### src/rtl/fpga_link_pkg.sv
// Shared types and line levels for the FPGA-to-FPGA serial link.
// Used by both the TX and RX controllers.
package fpga_link_pkg;

  localparam int DATA_BITS = 8;

  localparam logic IDLE_LEVEL  = 1'b1;
  localparam logic START_LEVEL = 1'b0;

  typedef enum logic [2:0] {
    IDLE,
    LOAD,
    START,
    DATA,
    PARITY,
    STOP
  } link_state_e;

  function automatic logic even_parity(
    input logic [DATA_BITS-1:0] d
  );
    return ^d;
  endfunction

endpackage

### src/rtl/fpga_tx_controller_if.sv
// Byte handshake between the transmitting logic and the TX controller.
// The master side is the requester and the slave side is the controller.
interface fpga_tx_controller_if;

  logic [fpga_link_pkg::DATA_BITS-1:0] tx_data;
  logic                                tx_valid;
  logic                                tx_ready;
  logic                                tx_done;

  modport master (
    output tx_data,
    output tx_valid,
    input  tx_ready,
    input  tx_done
  );

  modport slave (
    input  tx_data,
    input  tx_valid,
    output tx_ready,
    output tx_done
  );

endinterface

### src/rtl/fpga_baud_counter.sv
// Bit-period timer: counts 0..CLKS_PER_BIT-1 and wraps.
// It flags the last cycle of the period and the cycle before it.
module fpga_baud_counter #(
  parameter int CLKS_PER_BIT = 16
) (
  input  logic clock,
  input  logic reset,
  input  logic clear,
  output logic bit_end,
  output logic pre_end
);

  localparam int CW = $clog2(CLKS_PER_BIT);

  localparam logic [CW-1:0] LAST =
    CW'(CLKS_PER_BIT - 1);
  localparam logic [CW-1:0] PRE =
    CW'(CLKS_PER_BIT - 2);

  logic [CW-1:0] cnt_q;

  always_ff @(posedge clock or negedge reset) begin
    if (!reset) begin
      cnt_q <= '0;
    end else if (clear || bit_end) begin
      cnt_q <= '0;
    end else begin
      cnt_q <= cnt_q + CW'(1);
    end
  end

  assign bit_end = (cnt_q == LAST);
  assign pre_end = !clear && (cnt_q == PRE);

endmodule

### src/rtl/fpga_tx_controller.sv
// TX sequencer: loads/shifts the external byte register and frames it.
// Define FPGA_TX_PARITY_EN to insert an even-parity bit before the stop.
module fpga_tx_controller
  import fpga_link_pkg::*;
#(
  parameter int CLKS_PER_BIT = 16,
  parameter int STOP_BITS    = 1
) (
  input  logic                 clock,
  input  logic                 reset,
  fpga_tx_controller_if.slave  tx,
  output logic [DATA_BITS-1:0] sr_data,
  output logic                 sr_load,
  output logic                 sr_shift,
  input  logic                 sr_bit,
  output logic                 serial_out
);

`ifdef FPGA_TX_PARITY_EN
  localparam link_state_e AFTER_DATA = PARITY;
`else
  localparam link_state_e AFTER_DATA = STOP;
`endif

  localparam logic [2:0] LAST_BIT = 3'(DATA_BITS - 1);
  localparam logic LAST_STOP = 1'(STOP_BITS - 1);

  link_state_e state_q, state_d;

  logic [2:0]           bit_cnt_q;
  logic                 stop_cnt_q;
  logic [DATA_BITS-1:0] sr_data_q;

  logic ready_q, done_q, load_q, shift_q;
  logic line_q, in_data_q;
  logic line_d;

  logic bit_end, pre_end, state_chg;
  logic accept, last_bit, last_stop;

  assign accept    = (state_q == IDLE) && tx.tx_valid;
  assign last_bit  = (bit_cnt_q == LAST_BIT);
  assign last_stop = (stop_cnt_q == LAST_STOP);
  assign state_chg = (state_d != state_q);

  fpga_baud_counter #(
    .CLKS_PER_BIT (CLKS_PER_BIT)
  ) u_baud (
    .clock   (clock),
    .reset   (reset),
    .clear   (state_chg),
    .bit_end (bit_end),
    .pre_end (pre_end)
  );

  always_comb begin
    state_d = state_q;
    unique case (state_q)
      IDLE:  if (tx.tx_valid) state_d = LOAD;
      LOAD:  state_d = START;
      START: if (bit_end) state_d = DATA;
      DATA: begin
        if (bit_end && last_bit) begin
          state_d = AFTER_DATA;
        end
      end
`ifdef FPGA_TX_PARITY_EN
      PARITY: if (bit_end) state_d = STOP;
`endif
      STOP: begin
        if (bit_end && last_stop) begin
          state_d = IDLE;
        end
      end
      default: state_d = IDLE;
    endcase
  end

  always_comb begin
    line_d = IDLE_LEVEL;
    case (state_d)
      START: line_d = START_LEVEL;
`ifdef FPGA_TX_PARITY_EN
      PARITY: line_d = even_parity(sr_data_q);
`endif
      default: line_d = IDLE_LEVEL;
    endcase
  end

  always_ff @(posedge clock or negedge reset) begin
    if (!reset) begin
      state_q    <= IDLE;
      bit_cnt_q  <= '0;
      stop_cnt_q <= 1'b0;
      sr_data_q  <= '0;
      ready_q    <= 1'b1;
      done_q     <= 1'b0;
      load_q     <= 1'b0;
      shift_q    <= 1'b0;
      line_q     <= IDLE_LEVEL;
      in_data_q  <= 1'b0;
    end else begin
      state_q   <= state_d;
      ready_q   <= (state_d == IDLE);
      done_q    <= (state_q == STOP) &&
                   (state_d == IDLE);
      load_q    <= (state_d == LOAD);
      shift_q   <= (state_q == DATA) && pre_end;
      line_q    <= line_d;
      in_data_q <= (state_d == DATA);
      if (accept) begin
        sr_data_q <= tx.tx_data;
      end
      if (state_chg) begin
        bit_cnt_q <= '0;
      end else if (state_q == DATA && bit_end) begin
        bit_cnt_q <= bit_cnt_q + 3'd1;
      end
      if (state_chg) begin
        stop_cnt_q <= 1'b0;
      end else if (state_q == STOP && bit_end) begin
        stop_cnt_q <= stop_cnt_q + 1'b1;
      end
    end
  end

  assign tx.tx_ready = ready_q;
  assign tx.tx_done  = done_q;
  assign sr_data     = sr_data_q;
  assign sr_load     = load_q;
  assign sr_shift    = shift_q;

  // The register shifts on the edge that ends each bit, so its MSB
  // is passed straight through to keep the bit aligned to that edge.
  assign serial_out = in_data_q ? sr_bit : line_q;

endmodule

### src/flat_wrapper.sv
// flat-port wrapper written by rule: the top's interface ports become plain ports
module fpga_tx_controller_flat import fpga_link_pkg::*;
#(
  parameter int CLKS_PER_BIT = 16,
  parameter int STOP_BITS    = 1
)
  (clock, reset, sr_data, sr_load, sr_shift, sr_bit, serial_out, tx_tx_data, tx_tx_valid, tx_tx_ready, tx_tx_done);
  fpga_tx_controller_if tx_i ();
  input  logic clock;
  input  logic reset;
  output logic [DATA_BITS-1:0] sr_data;
  output logic sr_load;
  output logic sr_shift;
  input  logic sr_bit;
  output logic serial_out;
  input wire logic [$bits(tx_i.tx_data)-1:0] tx_tx_data;
  input wire logic [$bits(tx_i.tx_valid)-1:0] tx_tx_valid;
  output wire logic [$bits(tx_i.tx_ready)-1:0] tx_tx_ready;
  output wire logic [$bits(tx_i.tx_done)-1:0] tx_tx_done;
  assign tx_i.tx_data = tx_tx_data;
  assign tx_i.tx_valid = tx_tx_valid;
  assign tx_tx_ready = tx_i.tx_ready;
  assign tx_tx_done = tx_i.tx_done;
  fpga_tx_controller #(.CLKS_PER_BIT(CLKS_PER_BIT), .STOP_BITS(STOP_BITS)) u_core (.clock(clock), .reset(reset), .tx(tx_i), .sr_data(sr_data), .sr_load(sr_load), .sr_shift(sr_shift), .sr_bit(sr_bit), .serial_out(serial_out));
endmodule
### config.mk
export PLATFORM = sky130hd
export DESIGN_NAME = fpga_tx_controller_flat
export DESIGN_NICKNAME = d
export VERILOG_FILES = /design/src/rtl/fpga_link_pkg.sv /design/src/rtl/fpga_tx_controller_if.sv /design/src/rtl/fpga_baud_counter.sv /design/src/rtl/fpga_tx_controller.sv /design/src/flat_wrapper.sv
export SDC_FILE = /design/constraint.sdc
export NUM_CORES = 1
export LEC_CHECK = 0
export BUFFER_PORTS_ARGS = -buffer_cell sky130_fd_sc_hd__buf_2
export CAP_MARGIN = 15
export CORE_MARGIN = 3
export CORE_UTILIZATION = 56
export DETAILED_ROUTE_END_ITERATION = 6
export MAX_ROUTING_LAYER = met4
export PLACE_DENSITY = 0.79
export SYNTH_ARGS = -nofsm -noshare
export SYNTH_HDL_FRONTEND = slang
export SYNTH_SLANG_ARGS = --single-unit
export TNS_END_PERCENT = 20
### constraint.sdc
create_clock -name clock -period 2.6 [get_ports clock]
set_input_delay 0.52 -clock clock [delete_from_list [all_inputs] [get_ports clock]]
set_output_delay 0.52 -clock clock [all_outputs]
set_load 0.05 [all_outputs]
==> results of run 1 <==
-- critical path, delay by kind of cell, from the launching register on --
kind / cells / cell delay [ps]
compound gates: 2 / 560
simple gates: 2 / 490
flops: 1 / 410
fa+ha+maj: 1 / 230
-- cell type report --
cell class	instances	area share (%)
sequential	25	47.9
multi-input combinational	59	36.7
timing repair buffer	25	9.74
tap	25	2.39
clock buffer	3	1.72
inverter	4	1.15
clock inverter	1	0.382
-- flip-flops by register name, summed over array words and instances (netlist names) --
name and flops:
u_core.sr_shift 1, u_core.bit_cnt_q 3, u_core.in_data_q 1, u_core.sr_load 1, u_core.u_baud.cnt_q 4, u_core.stop_cnt_q 1, u_core.state_q 3, u_core.tx.tx_done 1
u_core.tx.tx_ready 1, u_core.line_q 1, u_core.sr_data 8
-- routing by layer --
| layer | vias up | routed length (um) |
|---|---|---|
| met2 | 23 | 990 |
| met4 | 0 | 89 |
| met1 | 370 | 804 |
| li1 | 373 | - |
| met5 | - | 0 |
| met3 | 9 | 80 |
-- final timing paths --
kind / from / end / slack [ps] / depth (start not counted)
max: u_core.u_baud.cnt_q[0] / u_core.sr_shift / 790 / 5
min: reset / u_core.stop_cnt_q / 160 / 1
max reg2reg: u_core.u_baud.cnt_q[0] / u_core.sr_shift / 790 / 5
min reg2reg: u_core.stop_cnt_q / u_core.tx.tx_done / 430 / 1
max in group asynchronous: reset / u_core.line_q / 2070 / 1
min in group clock: tx_tx_data[4] / u_core.sr_data[4] / 420 / 2
-- cells by family after synthesis --
group	after synthesis
xor gates and xnor gates	4
adders and majority gates	4
DFF	25
and+or+nand+nor	27
muxes	10
buffers and inverters	9
AOI/OAI and AO/OA	14
-- placed cells by master (no fill, tap or decap), types with 2 or more instances in the layout --
cell type,Yosys,layout
nand4_1,2,2
nor2_1,8,8
nand3_1,3,3
a21oi_1,3,3
dfrtp_1,23,23
inv_1,4,4
clkbuf_4,1,3
mux2_2,10,10
o21ai_0,2,2
and3_1,2,2
ha_1,4,4
nor3_1,4,4
dfstp_2,2,2
xnor2_1,3,3
buf_2,0,24
nand2_1,2,2
-- per-stage QoR --
step / area [sq um] / power (W) / util (%) / hold WS [ps]
after floorplan: 1170 / 0.00111 / - / 224
after CTS: 1310 / 0.00142 / 71.2 / 165
after global routing: 1310 / 0.00150 / 71.2 / 176
final: 1310 / 0.00141 / 71.2 / 164
after detailed placement: 1280 / 0.00125 / 69.7 / 417
after global placement: 1280 / 0.00122 / 69.7 / 415
-- power breakdown --
group	leakage [nW]	internal (W)	switching [W]
registers	0.302	0.000528	0.000102
clock network	0.0177	0.0000576	0.000111
logic	0.306	0.000204	0.000405
==> impl_metrics.yaml, run 1 <==
floorplan:
  fp-row-count: 15
  fp.dieArea_sq_mm: 0.00268
  io_pins: 25
  core_area_sq_mm: 0.00184
  initial_core_util_pct: 63.7
  die_height_um: 51.8
  die_width_um: 51.8
yosys:
  synth-simple-area-share_pct: 12.7
  synth_area_leaders: "dfrtp_1 49%, mux2_2 9.6%, dfstp_2 4.5%"
  avgSynthCellArea_sq_um: 12.6
  netlist_area_sq_mm: 0.00117
  synth_cells: 93
  yosysTopAreaCell: "dfrtp_1"
  synth_edf_count: 0
  synthMuxAreaShare_pct: 9.61
  synth_cell_type_count: 33
  ys_seq_area_share_pct: 53.6
  synth_top_family_by_area: "simple AND/OR/NAND/NOR gates"
  yosysMostFrequentCell: "dfrtp_1"
  synth-xor-area-share_pct: 2.99
  synthAdderAreaFrac_pct: 4.27
  ys_warn_count: 0
  synthesis.nets: 109
  yosys-top-cells-count: "23 x dfrtp_1, 10 x mux2_2, 8 x nor2_1"
  synth_ff_type: "dfrtp_1"
  synth_compound_area_share_pct: 11.4
  synthArstFlopShare_pct: 100
  ys_seq_elements: 25
  yosysTopAreaCellShare_pct: 49.1
detailed_routing:
  first_pass_iters: 4
  via_per_inst: 5.46
  wl_um: 1960
  drc_errors: 0
  drtIter0Drc: 1
  vias: 775
  routedWlPerCell_um: 13.8
  final_antenna_net_count: 0
setup_path:
  slowest_stage: "dfrtp_1"
  cp.required_ps: 2800
  crit_type: "flip-flop to flip-flop"
  critPathLaunchType: "flip-flop"
  path_cells: "ha_1, and3_1, a31oi_1, o221ai_2, nor3_1"
  end_kind: "flip-flop"
  crit_path_max_fanout: 9
  max_stage_delay_ps: 410
  cp.arrival_ps: 2010
clocking:
  cts_root_buf: "clkbuf_4"
  ctsHoldBuffers: 0
  cts.sinks: 25
  cts_tree: "done"
  clock_path_buffers: 2
  path_clk_slew_ps: 130
  cts_resized: 0
  cts_setup_buffers: 0
  numCtsBuffers: 3
  cts-htree-levels: 1
  insertion_delay_ps: 310
timing:
  min_period_ps: 1810
  drv_slew: 0
  fin_setup_tns_ps: 0
  setup_violations: 0
  rsz0062_at_grt: "false"
  relSlewSlack_pct: 64.3
  hold_viol: 0
  tightest_slew_ps: 536
  timing.final.ws_setup_ps: 790
  fin_skew_ps: 1.72
  timing.fmax_mhz: 552
  period_share_pct: 69.6
global_routing:
  grt_use_met3_pct: 4.01
  grt_antenna_before_repair: 0
  use_met2_pct: 29.0
  grt_pass1_vias: 772
  grt.busiest_layer: "met2"
  grt_pass1_wl_um: 3190
  overflow: 0
  grtUsageMet1_pct: 17.2
  grt_max_degree: 26
  grt_usage_pct: 17.4
cells_and_area:
  seq_area_sq_um: 628
  drive_gt1_share_pct: 41.9
  fill_cells: 138
  synthToLayoutAreaGrowth_pct: 11.7
  fin_nets: 134
  multiInputGateArea_sq_um: 480
  layout.cells.non_filler: 142
  antenna_cells: 0
placement:
  place_ws_ps: 809
  io_buffers: 24
  dp_cells: 138
  hpwlAfterDp_um: 1500
  place.gp.congestion: 0.780
pwr:
  power_density_mw_per_mm2: 1070
  peakVddDrop_v: 0.000669
  p_leak_nw: 0.626
status:
  outcome: "finished, final reports clean"
run:
  cap_violations: 0
worst_hold_path:
  min_path_type: "primary input to asynchronous set/reset pin"
Note: power is estimated with default switching activity, not from simulation.
==> run 2: changes to the inputs <==
Settings changed: CORE_UTILIZATION 56 to 47, PLACE_DENSITY 0.79 to 0.7.
Clock period 2.6 ns to 1.6 ns, I/O delays scaled along.
==> impl_metrics.yaml, run 2 (same netlist as run 1, synthesis figures left out) <==
status:
  outcome: "finished, final reports clean"
setup_path:
  path_buf_inv: 0
  crit_cells: 5
  cp.required_ps: 1870
  r2r_cells: 5
  critPathLaunchType: "flip-flop"
  crit_path_max_fanout: 3
  cp.arrival_ps: 1830
  max_stage_delay_ps: 420
  reg2reg_slack_ps: 40
  cp_top_family: "adder cells"
  end_kind: "flip-flop"
  path_cells: "ha_1, ha_1, and3_1, a211oi_2, and2_1"
  crit_top_cell: "ha_1"
  crit_type: "flip-flop to flip-flop"
  slowest_stage: "dfrtp_1"
cells_and_area:
  fill_cells: 196
  fin_nets: 143
  largest_register_ffs: 8
  synthToLayoutAreaGrowth_pct: 23.6
  antenna_cells: 0
  finalInstanceArea_sq_mm: 0.00145
  mostFrequentLayoutCells: "23 x buf_2, 21 x dfrtp_1, 10 x mux2_2, 9 x buf_4, 8 x nor2_1"
  drive_gt1_share_pct: 52.4
  final_common_cell: "buf_2"
detailed_routing:
  via_per_inst: 5.23
  drtIter0Drc: 5
  wl_um: 2260
  final_antenna_net_count: 0
  vias: 806
  first_pass_iters: 3
  routedWlPerCell_um: 14.6
  drc_errors: 0
timing:
  rsz0062_at_grt: "true"
  hold_viol: 0
  timing.final.ws_setup_ps: 35.6
  period_share_pct: 97.8
  timing.fmax_mhz: 639
  tightest_slew_ps: 558
  fin_skew_ps: 5.34
  drv_slew: 0
  fin_setup_tns_ps: 0
  min_period_ps: 1560
  setup_violations: 0
  relSlewSlack_pct: 62.8
global_routing:
  grt_usage_pct: 17.1
  grt_pass1_wl_um: 4040
  grt_pass1_vias: 844
  grt_max_degree: 26
  overflow: 0
  grt_antenna_before_repair: 0
clocking:
  numCtsBuffers: 3
  insertion_delay_ps: 320
  cts_root_buf: "clkbuf_4"
  cts-htree-levels: 1
  clock_path_buffers: 2
  cts_tree: "done"
  cts.sinks: 25
  path_clk_slew_ps: 130
pwr:
  switching_share_pct: 43.6
  power_frac_seq_pct: 41.1
  p_switching_w: 0.00107
  power_density_mw_per_mm2: 1700
  clkPwrFrac_pct: 11.5
  p_int_w: 0.00139
  p_leak_nw: 0.677
  p_comb_share_pct: 47.3
  p_total_w: 0.00246
  peakVddDrop_v: 0.00124
placement:
  place_ws_ps: -67.8
  hpwlAfterDp_um: 1580
  place.gp.congestion: 0.876
  io_buffers: 24
  dpl_cell_area_sq_mm: 0.00133
floorplan:
  die_width_um: 55.9
  initial_core_util_pct: 51.0
  fp.dieArea_sq_mm: 0.00313
  core_area_sq_mm: 0.00230
  fp-row-count: 17
  die_height_um: 55.9
  io_pins: 25
worst_hold_path:
  min_delay_path_depth: 2
  min_path_type: "primary input to flip-flop"
run:
  cap_violations: 0
==> run 2: changes by cell type in the layout (fill, tap and decap cells not counted), moves of 2 or more <==
cell     before  now
nor3_1        4    1
buf_4         1    9
dfrtp_2       0    2
dfrtp_1      23   21
nor3_2        0    3
==> run 2: final timing paths <==
kind                                startpoint           endpoint
hold / removal                   tx_tx_data[0]  u_core.sr_data[0]
setup / recovery           u_core.bit_cnt_q[0]   u_core.in_data_q
setup reg to reg           u_core.bit_cnt_q[0]   u_core.in_data_q
max in group asynchronous                reset  u_core.state_q[1]
hold reg to reg              u_core.stop_cnt_q  u_core.tx.tx_done
min in group asynchronous                reset  u_core.tx.tx_done
==> run 2: worst register-to-register path: cells and delay by family, from the launching register on <==
family / cells / cell delay [ps]
DFF: 1 / 420
AOI/OAI and AO/OA: 1 / 280
adders and majority gates: 2 / 420
and+or+nand+nor: 2 / 390
==> run 2: repair_timing <==
action	4_1_cts	5_1_grt
pin swaps	1	1
hold buffers	1	0
setup buffers	2	0
endpoints found under the hold margin	23	0
gates resized for setup	8	8
setup endpoints to repair	19	17
==> run 2: power by group through the flow <==
stage | sequential, W | combinational (W) | clock (W)
finish | 0.00101 | 0.00116 | 0.000284
global route | 0.00105 | 0.00127 | 0.000324
CTS | 0.00101 | 0.00114 | 0.000294
detailed placement | 0.00102 | 0.00107 | 0
global placement | 0.000999 | 0.00104 | 0
floorplan | 0.00137 | 0.000431 | 0
==> run 2: metrics by stage <==
stage	hold WS [ps]	utilization, %	instances
floorplan	24.4	-	93
CTS	216	61.9	154
global route	208	63.1	154
global placement	329	58.0	147
detailed placement	339	58.0	147
finish	224	63.1	154
==> run 2: cell type report <==
type / instances / area [sq um] / share of cell area, %
timing repair buffer: 34 / 204 / 14.1
multi-input combinational: 59 / 538 / 37.1
clock buffer: 4 / 26.3 / 1.81
tap: 28 / 35.0 / 2.42
sequential: 25 / 631 / 43.5
inverter: 4 / 15.0 / 1.04
==> run 2: routing by layer <==
metal,GRT usage (%),part of all wire (%)
met4,8.81,2.2
met1,20.8,42
met5,-,0
met3,2.32,3.1
met2,27.9,53
